$ cat src/rtl/uart_rx_ctrl_p_if.sv
// Receive-path bundle for uart_rx_ctrl_p: serial line and frame config in, received word and status out.
interface uart_rx_ctrl_p_if #(
    parameter int unsigned DATA_W = 8,
    parameter int unsigned PRE_W  = 6
);
    logic              RX_IN;
    logic              PAR_EN;
    logic              PAR_TYP;
    logic              STOP2;
    logic [PRE_W-1:0]  prescale;
    logic [DATA_W-1:0] P_DATA;
    logic              data_valid;
    logic              par_err;
    logic              stp_err;
    logic              busy;

    modport master (
        output RX_IN, PAR_EN, PAR_TYP, STOP2, prescale,
        input  P_DATA, data_valid, par_err, stp_err, busy
    );

    modport slave (
        input  RX_IN, PAR_EN, PAR_TYP, STOP2, prescale,
        output P_DATA, data_valid, par_err, stp_err, busy
    );
endinterface

$ cat src/rtl/uart_rx_ctrl_p.sv
// UART receive controller: 3-sample majority oversampling, optional parity, one or two stop bits.
module uart_rx_ctrl_p #(
    parameter int unsigned DATA_W = 8,
    parameter int unsigned PRE_W  = 6
) (
    input logic              CLK,
    input logic              RST,
    uart_rx_ctrl_p_if.slave  bus
);
    localparam int unsigned BIT_W = 4;

    typedef enum logic [2:0] {IDLE, START, DATA, PARITY, STOP, DONE} state_t;

    state_t            state_q, state_d;
    logic [PRE_W-1:0]  pre_q, pre_d, edge_q, edge_d;
    logic [BIT_W-1:0]  bit_q, bit_d;
    logic              s0_q, s0_d, s1_q, s1_d;
    logic [DATA_W-1:0] sh_q, sh_d, pdata_q, pdata_d;
    logic              par_en_q, par_en_d, par_typ_q, par_typ_d, stop2_q, stop2_d;
    logic              perr_q, perr_d, serr_q, serr_d;
    logic              dv_q, dv_d, pe_q, pe_d, se_q, se_d;

    logic [PRE_W-1:0]  pre_even, pre_lat, half, samp_lo, samp_hi, last_edge;
    logic [BIT_W-1:0]  last_bit;
    logic              maj, wrap;

    assign pre_even  = bus.prescale & ~PRE_W'(1);
    assign pre_lat   = (pre_even < PRE_W'(4)) ? PRE_W'(4) : pre_even;
    assign half      = pre_q >> 1;
    assign samp_lo   = half - PRE_W'(1);
    assign samp_hi   = half + PRE_W'(1);
    assign last_edge = pre_q - PRE_W'(1);
    assign wrap      = (edge_q == last_edge);
    // Third vote is the live line value, so the bit decision lands on edge P/2+1.
    assign maj       = (s0_q & s1_q) | (s0_q & bus.RX_IN) | (s1_q & bus.RX_IN);
    assign last_bit  = BIT_W'(DATA_W + 1) + BIT_W'(par_en_q) + BIT_W'(stop2_q);

    always_ff @(posedge CLK or negedge RST) begin
        if (!RST) begin
            state_q   <= IDLE;
            pre_q     <= '0;
            edge_q    <= '0;
            bit_q     <= '0;
            s0_q      <= 1'b0;
            s1_q      <= 1'b0;
            sh_q      <= '0;
            pdata_q   <= '0;
            par_en_q  <= 1'b0;
            par_typ_q <= 1'b0;
            stop2_q   <= 1'b0;
            perr_q    <= 1'b0;
            serr_q    <= 1'b0;
            dv_q      <= 1'b0;
            pe_q      <= 1'b0;
            se_q      <= 1'b0;
        end else begin
            state_q   <= state_d;
            pre_q     <= pre_d;
            edge_q    <= edge_d;
            bit_q     <= bit_d;
            s0_q      <= s0_d;
            s1_q      <= s1_d;
            sh_q      <= sh_d;
            pdata_q   <= pdata_d;
            par_en_q  <= par_en_d;
            par_typ_q <= par_typ_d;
            stop2_q   <= stop2_d;
            perr_q    <= perr_d;
            serr_q    <= serr_d;
            dv_q      <= dv_d;
            pe_q      <= pe_d;
            se_q      <= se_d;
        end
    end

    always_comb begin
        state_d   = state_q;
        pre_d     = pre_q;
        edge_d    = wrap ? '0 : edge_q + PRE_W'(1);
        bit_d     = bit_q;
        s0_d      = s0_q;
        s1_d      = s1_q;
        sh_d      = sh_q;
        pdata_d   = pdata_q;
        par_en_d  = par_en_q;
        par_typ_d = par_typ_q;
        stop2_d   = stop2_q;
        perr_d    = perr_q;
        serr_d    = serr_q;
        dv_d      = 1'b0;
        pe_d      = 1'b0;
        se_d      = 1'b0;
        if (edge_q == samp_lo) s0_d = bus.RX_IN;
        if (edge_q == half)    s1_d = bus.RX_IN;

        unique case (state_q)
            IDLE: begin
                edge_d = '0;
                bit_d  = '0;
                if (!bus.RX_IN) begin
                    state_d   = START;
                    edge_d    = PRE_W'(1);
                    pre_d     = pre_lat;
                    par_en_d  = bus.PAR_EN;
                    par_typ_d = bus.PAR_TYP;
                    stop2_d   = bus.STOP2;
                    perr_d    = 1'b0;
                    serr_d    = 1'b0;
                end
            end
            START: begin
                if (edge_q == samp_hi && maj) begin
                    state_d = IDLE;
                    edge_d  = '0;
                end else if (wrap) begin
                    state_d = DATA;
                    bit_d   = bit_q + BIT_W'(1);
                end
            end
            DATA: begin
                // Shifting in at the MSB leaves the first (LSB) bit at position 0 after DATA_W bits.
                if (edge_q == samp_hi) sh_d = {maj, sh_q[DATA_W-1:1]};
                if (wrap) begin
                    bit_d = bit_q + BIT_W'(1);
                    if (bit_q == BIT_W'(DATA_W)) state_d = par_en_q ? PARITY : STOP;
                end
            end
            PARITY: begin
                if (edge_q == samp_hi && (maj != ((^sh_q) ^ par_typ_q))) perr_d = 1'b1;
                if (wrap) begin
                    bit_d   = bit_q + BIT_W'(1);
                    state_d = STOP;
                end
            end
            STOP: begin
                if (edge_q == samp_hi && !maj) serr_d = 1'b1;
                if (wrap) begin
                    bit_d = bit_q + BIT_W'(1);
                    if (bit_q == last_bit) begin
                        state_d = DONE;
                        if (!perr_q && !serr_d) begin
                            pdata_d = sh_q;
                            dv_d    = 1'b1;
                        end else begin
                            pe_d = perr_q;
                            se_d = serr_d;
                        end
                    end
                end
            end
            DONE: begin
                state_d = IDLE;
                edge_d  = '0;
                bit_d   = '0;
            end
            default: state_d = IDLE;
        endcase
    end

    assign bus.P_DATA     = pdata_q;
    assign bus.data_valid = dv_q;
    assign bus.par_err    = pe_q;
    assign bus.stp_err    = se_q;
    assign bus.busy       = (state_q != IDLE);
endmodule

$ cat src/flat_wrapper.sv
// flat-port wrapper written by rule: the top's interface ports become plain ports
module uart_rx_ctrl_p_flat 
#(
    parameter int unsigned DATA_W = 8,
    parameter int unsigned PRE_W  = 6
)
  (CLK, RST, bus_RX_IN, bus_PAR_EN, bus_PAR_TYP, bus_STOP2, bus_prescale, bus_P_DATA, bus_data_valid, bus_par_err, bus_stp_err, bus_busy);
  uart_rx_ctrl_p_if #(.DATA_W(DATA_W), .PRE_W(PRE_W)) bus_i ();
  input logic CLK;
  input logic RST;
  input wire logic [$bits(bus_i.RX_IN)-1:0] bus_RX_IN;
  input wire logic [$bits(bus_i.PAR_EN)-1:0] bus_PAR_EN;
  input wire logic [$bits(bus_i.PAR_TYP)-1:0] bus_PAR_TYP;
  input wire logic [$bits(bus_i.STOP2)-1:0] bus_STOP2;
  input wire logic [$bits(bus_i.prescale)-1:0] bus_prescale;
  output wire logic [$bits(bus_i.P_DATA)-1:0] bus_P_DATA;
  output wire logic [$bits(bus_i.data_valid)-1:0] bus_data_valid;
  output wire logic [$bits(bus_i.par_err)-1:0] bus_par_err;
  output wire logic [$bits(bus_i.stp_err)-1:0] bus_stp_err;
  output wire logic [$bits(bus_i.busy)-1:0] bus_busy;
  assign bus_i.RX_IN = bus_RX_IN;
  assign bus_i.PAR_EN = bus_PAR_EN;
  assign bus_i.PAR_TYP = bus_PAR_TYP;
  assign bus_i.STOP2 = bus_STOP2;
  assign bus_i.prescale = bus_prescale;
  assign bus_P_DATA = bus_i.P_DATA;
  assign bus_data_valid = bus_i.data_valid;
  assign bus_par_err = bus_i.par_err;
  assign bus_stp_err = bus_i.stp_err;
  assign bus_busy = bus_i.busy;
  uart_rx_ctrl_p #(.DATA_W(DATA_W), .PRE_W(PRE_W)) u_core (.CLK(CLK), .RST(RST), .bus(bus_i));
endmodule
$ cat config.mk
export PLATFORM = sky130hd
export DESIGN_NAME = uart_rx_ctrl_p_flat
export DESIGN_NICKNAME = d
export VERILOG_FILES = /design/src/rtl/uart_rx_ctrl_p_if.sv /design/src/rtl/uart_rx_ctrl_p.sv /design/src/flat_wrapper.sv
export SDC_FILE = /design/constraint.sdc
export NUM_CORES = 1
export LEC_CHECK = 0
export ABC_AREA = 1
export ABC_CLOCK_PERIOD_IN_PS = 2300
export CAP_MARGIN = 30
export CELL_PAD_IN_SITES_DETAIL_PLACEMENT = 1
export CELL_PAD_IN_SITES_GLOBAL_PLACEMENT = 2
export CORE_MARGIN = 1.5
export CORE_UTILIZATION = 28
export CTS_CLUSTER_DIAMETER = 100
export DETAILED_ROUTE_END_ITERATION = 6
export HOLD_SLACK_MARGIN = 0.06
export PLACE_DENSITY = 0.77
export SLEW_MARGIN = 20
export SYNTH_ARGS = -nofsm -noshare
export SYNTH_HDL_FRONTEND = slang
export SYNTH_SLANG_ARGS = --single-unit
export TNS_END_PERCENT = 10
$ cat constraint.sdc
create_clock -name CLK -period 2.3 [get_ports CLK]
set_input_delay 0.23 -clock CLK [delete_from_list [all_inputs] [get_ports CLK]]
set_output_delay 0.23 -clock CLK [all_outputs]
set_load 0.01 [all_outputs]
==> run summary, run 1 <==
first-pass GRT wire length: 11100 um
clk_lat worst skew: 0.29 ns
Root Buffer: clkbuf_8
layout cells sized above 1: 9.449%
flop-to-flop setup slack: 0.19 ns
vias in the first global route: 2269
synthesized area: 2551 um2
Worst Path Class, Setup: reg2reg
Rel. slew slack: 60.01%
#FFs+latches synth: 44
library cells used by synthesis: 33
total track usage: 13.93%
FP Rows: 34
placed instance area: 2957 um2
routed len/inst: 13.11 um
largest net degree at the start of global routing: 25
fmax: 473.1 MHz
Fillers: 1100
post-layout util: 35.37%
Max Cap Viol: 0
global route overflow: 0
Peak VDD IR: 0.0002486 V
# H-tree levels: 2
TritonRoute pass-1 iters: 4
sequential area share after synthesis: 43.16%
Die Ht: 98.46 um
Worst Max-Slew Pin Slew: 0.5998 ns
DPL Wire Length: 5068 um
Cells after Synth: 340
die width: 98.46 um
Non-Filler Instances: 489
syn_area_per_cell: 7.504 um2
I/O pin total: 24
port buffer count: 22
Clock Tree Buf Depth: 2
Total Power: 3.463 mW
Clk pin slew, worst setup/hold paths: 0.09 ns
CTS sink cnt: 44
Post-Layout Inst Area: 3099 um2
placed instance count: 476
Hold Path Class: in2async
Crit Path Max Fanout: 5
DR vias/cell: 4.636
WP data required: 2.54 ns
synth-to-layout area growth: 21.48%
crit start category: flop
Warnings, synthesis: 0
initial antenna violation count: 0
Setup-failing EPs final: 0
Final Hold Vio Count: 0
WP data arrival: 2.36 ns
Power per Cell Area: 1118 nW/um2
post-route ant nets: 0
pins over their slew limit: 0
syn_nets: 358
total routed wirelength: 6410 um
RePlAce Congestion: 0.7937
Via Count: 2267
status: complete, no violations
DRC: 0
ant diodes: 0
crit path capture type: flop
P_leak: 1.555 nW
die area: 9693 um2
skew final: 0.009091 ns
DRT iter0 DRCs: 60
CTS tree: yes
period utilisation layout: 91.90%
CTS Buf Count: 5
Final Critical Period: 2.114 ns
# nets final: 398
starting density of the core: 29.11%
Core Region: 8763 um2
==> synth_stat cells (all sizes together) <==
master,number,area [um2]
nand2,111,429.2
dfrtp,44,1101
inv,44,167.7
nand3,32,160.2
o21ai,24,120.1
nor2,23,101.4
nor3,10,50.05
xnor2,10,87.58
xor2,9,78.83
a21oi,7,35.03
ha,6,75.07
nand3b,3,22.52
clkbuf,2,7.510
nand4,2,12.51
nor4,2,12.51
or2,2,12.52
a21boi,1,11.26
a21o,1,7.510
a31oi,1,6.260
buf,1,5.000
clkinv,1,3.750
o211ai,1,7.510
o22ai,1,6.260
o31ai,1,7.510
xnor3,1,22.52
==> critical path, cell delays in order, from the launching register on <==
cell and delay [ns]:
dfrtp_1 0.39, inv_2 0.07, ha_1 0.33, xnor2_2 0.21
nand3_1 0.14, nor2_4 0.14, nand3_1 0.16, clkinv_1 0.10
nand2_1 0.15, nand3_1 0.22, nand2_1 0.08, nand2_1 0.06
==> worst paths after layout <==
path	startpoint	to	cells past startpoint
worst max-delay path	u_core.pre_q[2]	u_core.bit_q[0]	11
max in group asynchronous	RST	u_core.s1_q	3
worst min register to register	u_core.bus.P_DATA[3]	u_core.bus.P_DATA[3]	2
worst min-delay path	RST	u_core.sh_q[4]	2
worst max register to register	u_core.pre_q[2]	u_core.bit_q[0]	11
min in group CLK	u_core.bus.P_DATA[3]	u_core.bus.P_DATA[3]	2
==> power breakdown <==
group | switching (mW) | total, mW | leakage [nW] | internal [mW]
Clock | 0.285 | 0.501 | 0.0445 | 0.216
Sequential | 0.231 | 1.19 | 0.584 | 0.962
Combinational | 1.08 | 1.77 | 0.926 | 0.688
==> through the flow <==
step	hold WS (ns)	setup WS (ns)	setup TNS [ns]
after global routing	0.4873	-0.008293	-0.02236
after floorplan	-0.06559	0.4161	0
final	0.4760	0.1863	0
after CTS	0.4775	0.06584	0
after global placement	0.2678	0.1477	0
after detailed placement	0.2691	0.08479	0
==> logic make-up (layout without fill, tap and decap cells) <==
kind of cell               count (synthesis)  after routing  share of synthesized area [%]
and+or+nand+nor                          185            185                          31.39
buffers and inverters                     48             89                          7.210
DFF                                       44             44                          43.16
AOI/OAI and AO/OA                         37             37                          7.896
xor gates and xnor gates                  20             20                          7.406
adders and majority gates                  6              6                          2.943
==> area by class of cell <==
| type | count | area, um2 | share of cell area [%] |
|---|---|---|---|
| clock buffer | 5 | 68.82 | 2.220 |
| tap | 108 | 135.1 | 4.360 |
| inverter | 45 | 171.4 | 5.531 |
| sequential | 44 | 1101 | 35.53 |
| clock inverter | 3 | 21.27 | 0.6863 |
| timing repair buffer | 36 | 322.8 | 10.42 |
| multi-input combinational | 248 | 1279 | 41.26 |
==> per-layer routing <==
layer  up-vias  wire length, um  global-route usage [%]
met5         -                0                       0
met2        13             2861                   22.50
met1      1090             3430                   20.07
met3         2               82                   1.560
li1       1162                -                       -
met4         0               36                   3.250
==> registers in the layout, summed over array words and instances, names as in the netlist, 3 cells and up <==
signal / count
u_core.pre_q: 5
u_core.sh_q: 8
u_core.state_q: 3
u_core.bus.P_DATA: 8
u_core.edge_q: 6
u_core.bit_q: 4
==> layout by cell type (no fill, tap or decap), types with 3 or more instances in the layout <==
| cell | synthesis | final |
|---|---|---|
| a21oi_1 | 7 | 7 |
| buf_4 | 0 | 13 |
| clkbuf_8 | 0 | 5 |
| clkdlybuf4s50_1 | 0 | 21 |
| dfrtp_1 | 44 | 44 |
| ha_1 | 6 | 6 |
| inv_1 | 41 | 40 |
| inv_2 | 2 | 3 |
| nand2_1 | 108 | 108 |
| nand3_1 | 32 | 32 |
| nand3b_1 | 3 | 3 |
| nor2_1 | 19 | 19 |
| nor3_1 | 10 | 10 |
| o21ai_0 | 23 | 23 |
| xnor2_1 | 10 | 9 |
| xor2_1 | 9 | 9 |
==> what timing repair did <==
action / in CTS / in global routing
gates resized for setup: 0 / 3
hold endpoints to repair: 22 / 0
buffers inserted: 0 / 4
endpoints found under the setup margin: 0 / 16
hold buffers: 1 / 0
Power figures use the tool's default switching activity.
==> run 2: changes to the inputs <==
--- a/config.mk
+++ b/config.mk
@@ -16,7 +16,6 @@
 export DETAILED_ROUTE_END_ITERATION = 6
 export HOLD_SLACK_MARGIN = 0.06
 export PLACE_DENSITY = 0.77
-export SLEW_MARGIN = 20
 export SYNTH_ARGS = -nofsm -noshare
 export SYNTH_HDL_FRONTEND = slang
 export SYNTH_SLANG_ARGS = --single-unit
==> results of run 2 <==
The final DEF is identical to that of run 1; final timing and power are the same.
